==> config.mk <==
export PLATFORM = sky130hd
export DESIGN_NAME = tbus_rx
export DESIGN_NICKNAME = d
export VERILOG_FILES = /design/src/rtl/tbus_rx.sv
export SDC_FILE = /design/constraint.sdc
export NUM_CORES = 1
export LEC_CHECK = 0
export CORE_MARGIN = 2
export CORE_UTILIZATION = 47
export CTS_BUF_LIST = sky130_fd_sc_hd__clkbuf_8
export DETAILED_ROUTE_END_ITERATION = 10
export GPL_TIMING_DRIVEN = 1
export PLACE_DENSITY_LB_ADDON = 0.05
export SYNTH_ARGS = -nofsm -noshare
export SYNTH_HDL_FRONTEND = slang
export SYNTH_SLANG_ARGS = --single-unit
==> constraint.sdc <==
create_clock -name CLK -period 2.2 [get_ports CLK]
set_input_delay 0.33 -clock CLK [delete_from_list [all_inputs] [get_ports CLK]]
set_output_delay 0.33 -clock CLK [all_outputs]
set_load 0.005 [all_outputs]
==> src/rtl/tbus_rx.sv <==
// Receiving end of a tbuf-driven tristate bus segment: grants one driver at a time
// with a break-before-make turnaround, samples after SETTLE cycles, hands off on valid/ready.
// Optional feature: define TBUS_RX_RR_EN for round-robin arbitration (default fixed priority).
module tbus_rx #(
  parameter int N_DRV  = 4,
  parameter int WIDTH  = 8,
  parameter int SETTLE = 2
) (
  input  logic                       CLK,
  input  logic                       RN,
  input  logic [N_DRV-1:0]           REQ,
  input  logic [WIDTH-1:0]           BUS,
  output logic [N_DRV-1:0]           EN,
  output logic [N_DRV-1:0]           EN_BAR,
  output logic [N_DRV-1:0]           ACK,
  output logic [WIDTH-1:0]           DATA,
  output logic [$clog2(N_DRV)-1:0]   SRC,
  output logic                       VALID,
  input  logic                       READY
);

  localparam int SRC_W = $clog2(N_DRV);
  localparam int CNT_W = (SETTLE > 1) ? $clog2(SETTLE) : 1;

  typedef enum logic [1:0] {S_IDLE, S_ARB, S_DRIVE, S_HOLD} state_t;

  state_t             state;
  state_t             state_nxt;
  logic [SRC_W-1:0]   grant;
  logic [SRC_W-1:0]   win;
  logic [CNT_W-1:0]   cnt;
  logic               cnt_last;
  logic               grant_ld;
  logic               load;
  logic               valid_nxt;
  logic [N_DRV-1:0]   en_nxt;
  logic [N_DRV-1:0]   ack_nxt;

`ifdef TBUS_RX_RR_EN
  logic [SRC_W-1:0]   ptr;
  logic [SRC_W-1:0]   idx;
  logic               found;

  // Search begins one past the last winner so every requester gets a turn.
  always_comb begin
    win   = ptr;
    idx   = '0;
    found = 1'b0;
    for (int i = 0; i < N_DRV; i++) begin
      idx = SRC_W'((int'(ptr) + 1 + i) % N_DRV);
      if (!found && REQ[idx]) begin
        win   = idx;
        found = 1'b1;
      end
    end
  end

  always_ff @(posedge CLK) begin
    if (!RN)           ptr <= SRC_W'(N_DRV - 1);
    else if (grant_ld) ptr <= win;
  end
`else
  always_comb begin
    win = '0;
    for (int i = N_DRV - 1; i >= 0; i--) begin
      if (REQ[i]) win = SRC_W'(i);
    end
  end
`endif

  assign cnt_last = (cnt == CNT_W'(SETTLE - 1));

  always_ff @(posedge CLK) begin
    if (!RN) state <= S_IDLE;
    else     state <= state_nxt;
  end

  always_comb begin
    state_nxt = state;
    case (state)
      S_IDLE:  if (|REQ) state_nxt = S_ARB;
      S_ARB:   state_nxt = S_DRIVE;
      S_DRIVE: if (cnt_last) state_nxt = S_HOLD;
      S_HOLD:  if (VALID && READY) state_nxt = S_IDLE;
    endcase
  end

  // Enables follow the next state, so ARB and HOLD both leave the bus undriven.
  always_comb begin
    grant_ld  = (state == S_IDLE) && (|REQ);
    load      = (state == S_DRIVE) && cnt_last;
    en_nxt    = '0;
    ack_nxt   = '0;
    valid_nxt = VALID;
    if (state_nxt == S_DRIVE) en_nxt[grant] = 1'b1;
    if (load) begin
      ack_nxt[grant] = 1'b1;
      valid_nxt      = 1'b1;
    end else if (VALID && READY) begin
      valid_nxt      = 1'b0;
    end
  end

  always_ff @(posedge CLK) begin
    if (!RN) begin
      EN     <= '0;
      EN_BAR <= '1;
      ACK    <= '0;
      DATA   <= '0;
      SRC    <= '0;
      VALID  <= 1'b0;
      grant  <= '0;
      cnt    <= '0;
    end else begin
      EN     <= en_nxt;
      EN_BAR <= ~en_nxt;
      ACK    <= ack_nxt;
      VALID  <= valid_nxt;
      if (grant_ld) grant <= win;
      if (state == S_ARB)        cnt <= '0;
      else if (state == S_DRIVE) cnt <= cnt + CNT_W'(1);
      if (load) begin
        DATA <= BUS;
        SRC  <= grant;
      end
    end
  end

endmodule

==> impl_metrics.py <==
metrics = {
    "status": {
        "status": "completed",
    },
    "min_path": {
        "holdCritStartpoint": "DATA[6]",
        "min_path_type": "reg -> reg",
    },
    "place": {
        "dp.cells": 144,
        "dpl_cell_area_sq_um": 1340,
        "gp_congestion": 0.732,
        "dpl.hpwl_mm": 1.28,
        "port_buffers": 37,
    },
    "drt": {
        "drtPass1Iterations": 4,
        "drtIter0Drc": 6,
        "highest_layer": "met4",
        "via_per_inst": 5.07,
        "dr_total_vias": 751,
        "met3_length_microns": 76,
        "ant_nets": 0,
        "wl_met2_microns": 837,
        "drt-met1-wl_microns": 797,
        "wl_mm": 1.74,
        "drcViolationCount": 0,
        "wl_per_cell_microns": 11.8,
    },
    "logic_synthesis": {
        "yosys_warnings": 0,
        "synth_nets": 99,
        "ys_seq_area_frac": 0.589,
        "syn_inst": 84,
        "synth_top_area_share": 0.589,
        "ys_ff_latch": 28,
        "syn_area_per_cell_sq_um": 11.3,
        "ys_types": 27,
        "synthesis.area_sq_um": 951,
        "synthTopCellsByArea": "dfxtp_1 (59%), a22o_1 (9.2%), o21a_1 (3.2%)",
        "synth_area_leader_cell": "dfxtp_1",
    },
    "pwr": {
        "p_seq_frac": 0.565,
        "clkPwrFrac": 0.298,
        "power_switching_uw": 234,
        "ir_drop_mv": 0.491,
        "switching_share": 0.231,
        "leakage_uw": 0.000538,
        "p_per_area_nw_per_um2": 730,
        "combPwrFrac": 0.137,
        "p_int_uw": 781,
    },
    "floorplanning": {
        "num_rows": 16,
        "die_w_microns": 49.0,
        "start_util": 0.490,
        "coreArea_sq_um": 1940,
        "ios": 38,
        "die_area_sq_um": 2400,
        "die_y_microns": 49.0,
    },
    "clock_tree": {
        "clock-sinks": 28,
        "cts_tree": "done",
        "ctsResizeCount": 0,
        "clk_path_buf_depth": 2,
        "cts_buffers": 3,
        "path_clk_slew_ns": 0.09,
        "post_cts_buffers": 0,
        "htree_levels": 1,
        "cts-root-buf": "clkbuf_8",
        "clock_latency_ns": 0.26,
        "postCtsHoldBufs": 0,
    },
    "timing": {
        "drv_slew": 0,
        "fin_skew_ns": 0.00117,
        "rsz0062_at_grt": "no",
        "final.period_utilization": 0.674,
        "period_needed_ns": 1.48,
        "max_freq_mhz": 674,
        "finalSetupViolCount": 0,
        "finalHoldViolations": 0,
        "relSlewSlack": 0.715,
        "worstMarginPinSlew_ns": 0.425,
        "setup_tns_ns": 0,
    },
    "global_route": {
        "grt_usage": 0.169,
        "grt_pass1_wl_mm": 3.29,
        "antenna_found_initial": 0,
        "grt_max_degree": 16,
        "grt-ovfl-total": 0,
        "first_global_vias": 759,
    },
    "critical_path": {
        "worst-path-max-fanout": 4,
        "arrival_ns": 1.15,
        "crit_required_ns": 1.87,
        "cp_cell_sequence": "clkdlybuf4s50_1",
        "end_kind": "primary output",
        "crit-reg2reg-launch": "state[0]",
        "critPathKind": "reg -> out",
        "slowest_stage": "clkdlybuf4s50_1",
        "path_buf_inv": 1,
        "cp_slowest_stage_delay_ns": 0.52,
        "cp-startpoint": "VALID",
        "critPathTopFamily": "buffers and inverters",
        "worstSetupStartpointType": "flop",
    },
    "final_layout": {
        "area_growth_pct": 46.2,
        "final_cell_area_sq_um": 1390,
        "nets": 137,
        "antenna_cells": 0,
        "fill_cells": 156,
        "final-seq-area_sq_um": 561,
        "multi_input_area_sq_um": 363,
        "drive_above_1_share": 0.0744,
        "layoutNonFillerInstCount": 148,
    },
    "job": {
        "cap_violations": 0,
    },
}
==> state kept, by name (all words and copies together) (netlist names) <==
| name | count |
|---|---|
| DATA | 8 |
| ACK | 4 |
| EN | 4 |
| EN_BAR | 4 |
| SRC | 2 |
| grant | 2 |
| state | 2 |
| VALID | 1 |
| cnt | 1 |
==> synth_stat cells <==
| master | number |
|---|---|
| nor3b_1 | 2 |
| nand3_1 | 3 |
| and2b_1 | 1 |
| nand3b_1 | 2 |
| buf_2 | 1 |
| or3_1 | 1 |
| or2_2 | 1 |
| nor3b_4 | 1 |
| o21ai_0 | 4 |
| clkbuf_1 | 2 |
| nor2_1 | 4 |
| buf_4 | 2 |
| a21boi_2 | 1 |
| nor4_1 | 1 |
| dfxtp_1 | 28 |
| o2111ai_1 | 1 |
| nand2b_1 | 1 |
| and3_1 | 2 |
| and4b_1 | 1 |
| o21ai_2 | 1 |
| nor2b_1 | 2 |
| a41oi_1 | 1 |
| nor3_1 | 2 |
| nand2_1 | 3 |
| a22o_1 | 10 |
| o21a_1 | 4 |
| o211a_1 | 2 |
==> layout by cell type (no fill, tap or decap) <==
cell type	instances
clkdlybuf4s50_1	37
dfxtp_1	28
a22o_1	10
o21ai_0	4
o21a_1	4
nor2_1	4
clkbuf_8	4
nand3_1	3
nand2_1	3
and3_1	2
nor2b_1	2
nand3b_1	2
o211a_1	2
nor3b_1	2
nor3_1	2
a41oi_1	1
and2b_1	1
nor3b_4	1
and4b_1	1
a21boi_2	1
nor4_1	1
o2111ai_1	1
o21ai_2	1
nand2b_1	1
or2_2	1
or3_1	1
buf_4	1
==> path summary, 6_finish.rpt <==
path / slack (ns) / endpoint / depth (start not counted)
worst max-delay path: 0.72 / VALID / 1
worst min-delay path: 0.48 / DATA[6] / 1
worst max register to register: 0.91 / DATA[7] / 3
worst min register to register: 0.48 / DATA[6] / 1
==> through the flow <==
step | hold WS [ns] | util | total power [uW] | worst slack (ns)
after CTS | 0.485 | 0.716 | 1030 | 0.708
after global routing | 0.515 | 0.716 | 1070 | 0.665
final | 0.481 | 0.716 | 1020 | 0.717
after floorplan | 0.428 | - | 659 | 1.06
after detailed placement | 0.458 | 0.688 | 724 | 0.569
after global placement | 0.457 | 0.688 | 721 | 0.590
==> area by class of cell <==
type / instances / area share
clock buffers: 4 / 0.0396
multi-input cells: 51 / 0.261
flip-flops and latches: 28 / 0.403
well taps: 27 / 0.0243
repair buffers: 38 / 0.272
==> kinds of logic (layout without fill, tap and decap cells) <==
| family | count (synthesis) | count (layout) | share of synthesized area |
|---|---|---|---|
| DFF | 28 | 28 | 0.589 |
| AOI/OAI and AO/OA | 24 | 24 | 0.205 |
| and+or+nand+nor | 27 | 27 | 0.176 |
| buffers and inverters | 5 | 42 | 0.0289 |
==> layer usage <==
metal	track usage	vias up
li1	-	381
met1	0.218	343
met2	0.290	23
met3	0.0245	4
met4	0.0571	0
met5	0	-
==> power groups by stage <==
stage / combinational, uW / clock [uW] / sequential (uW)
CTS: 141 / 312 / 574
detailed placement: 139 / 0 / 585
floorplan: 95.1 / 0 / 564
global placement: 137 / 0 / 584
finish: 139 / 303 / 574
global route: 155 / 334 / 581
(Power assumes the default switching activity.)
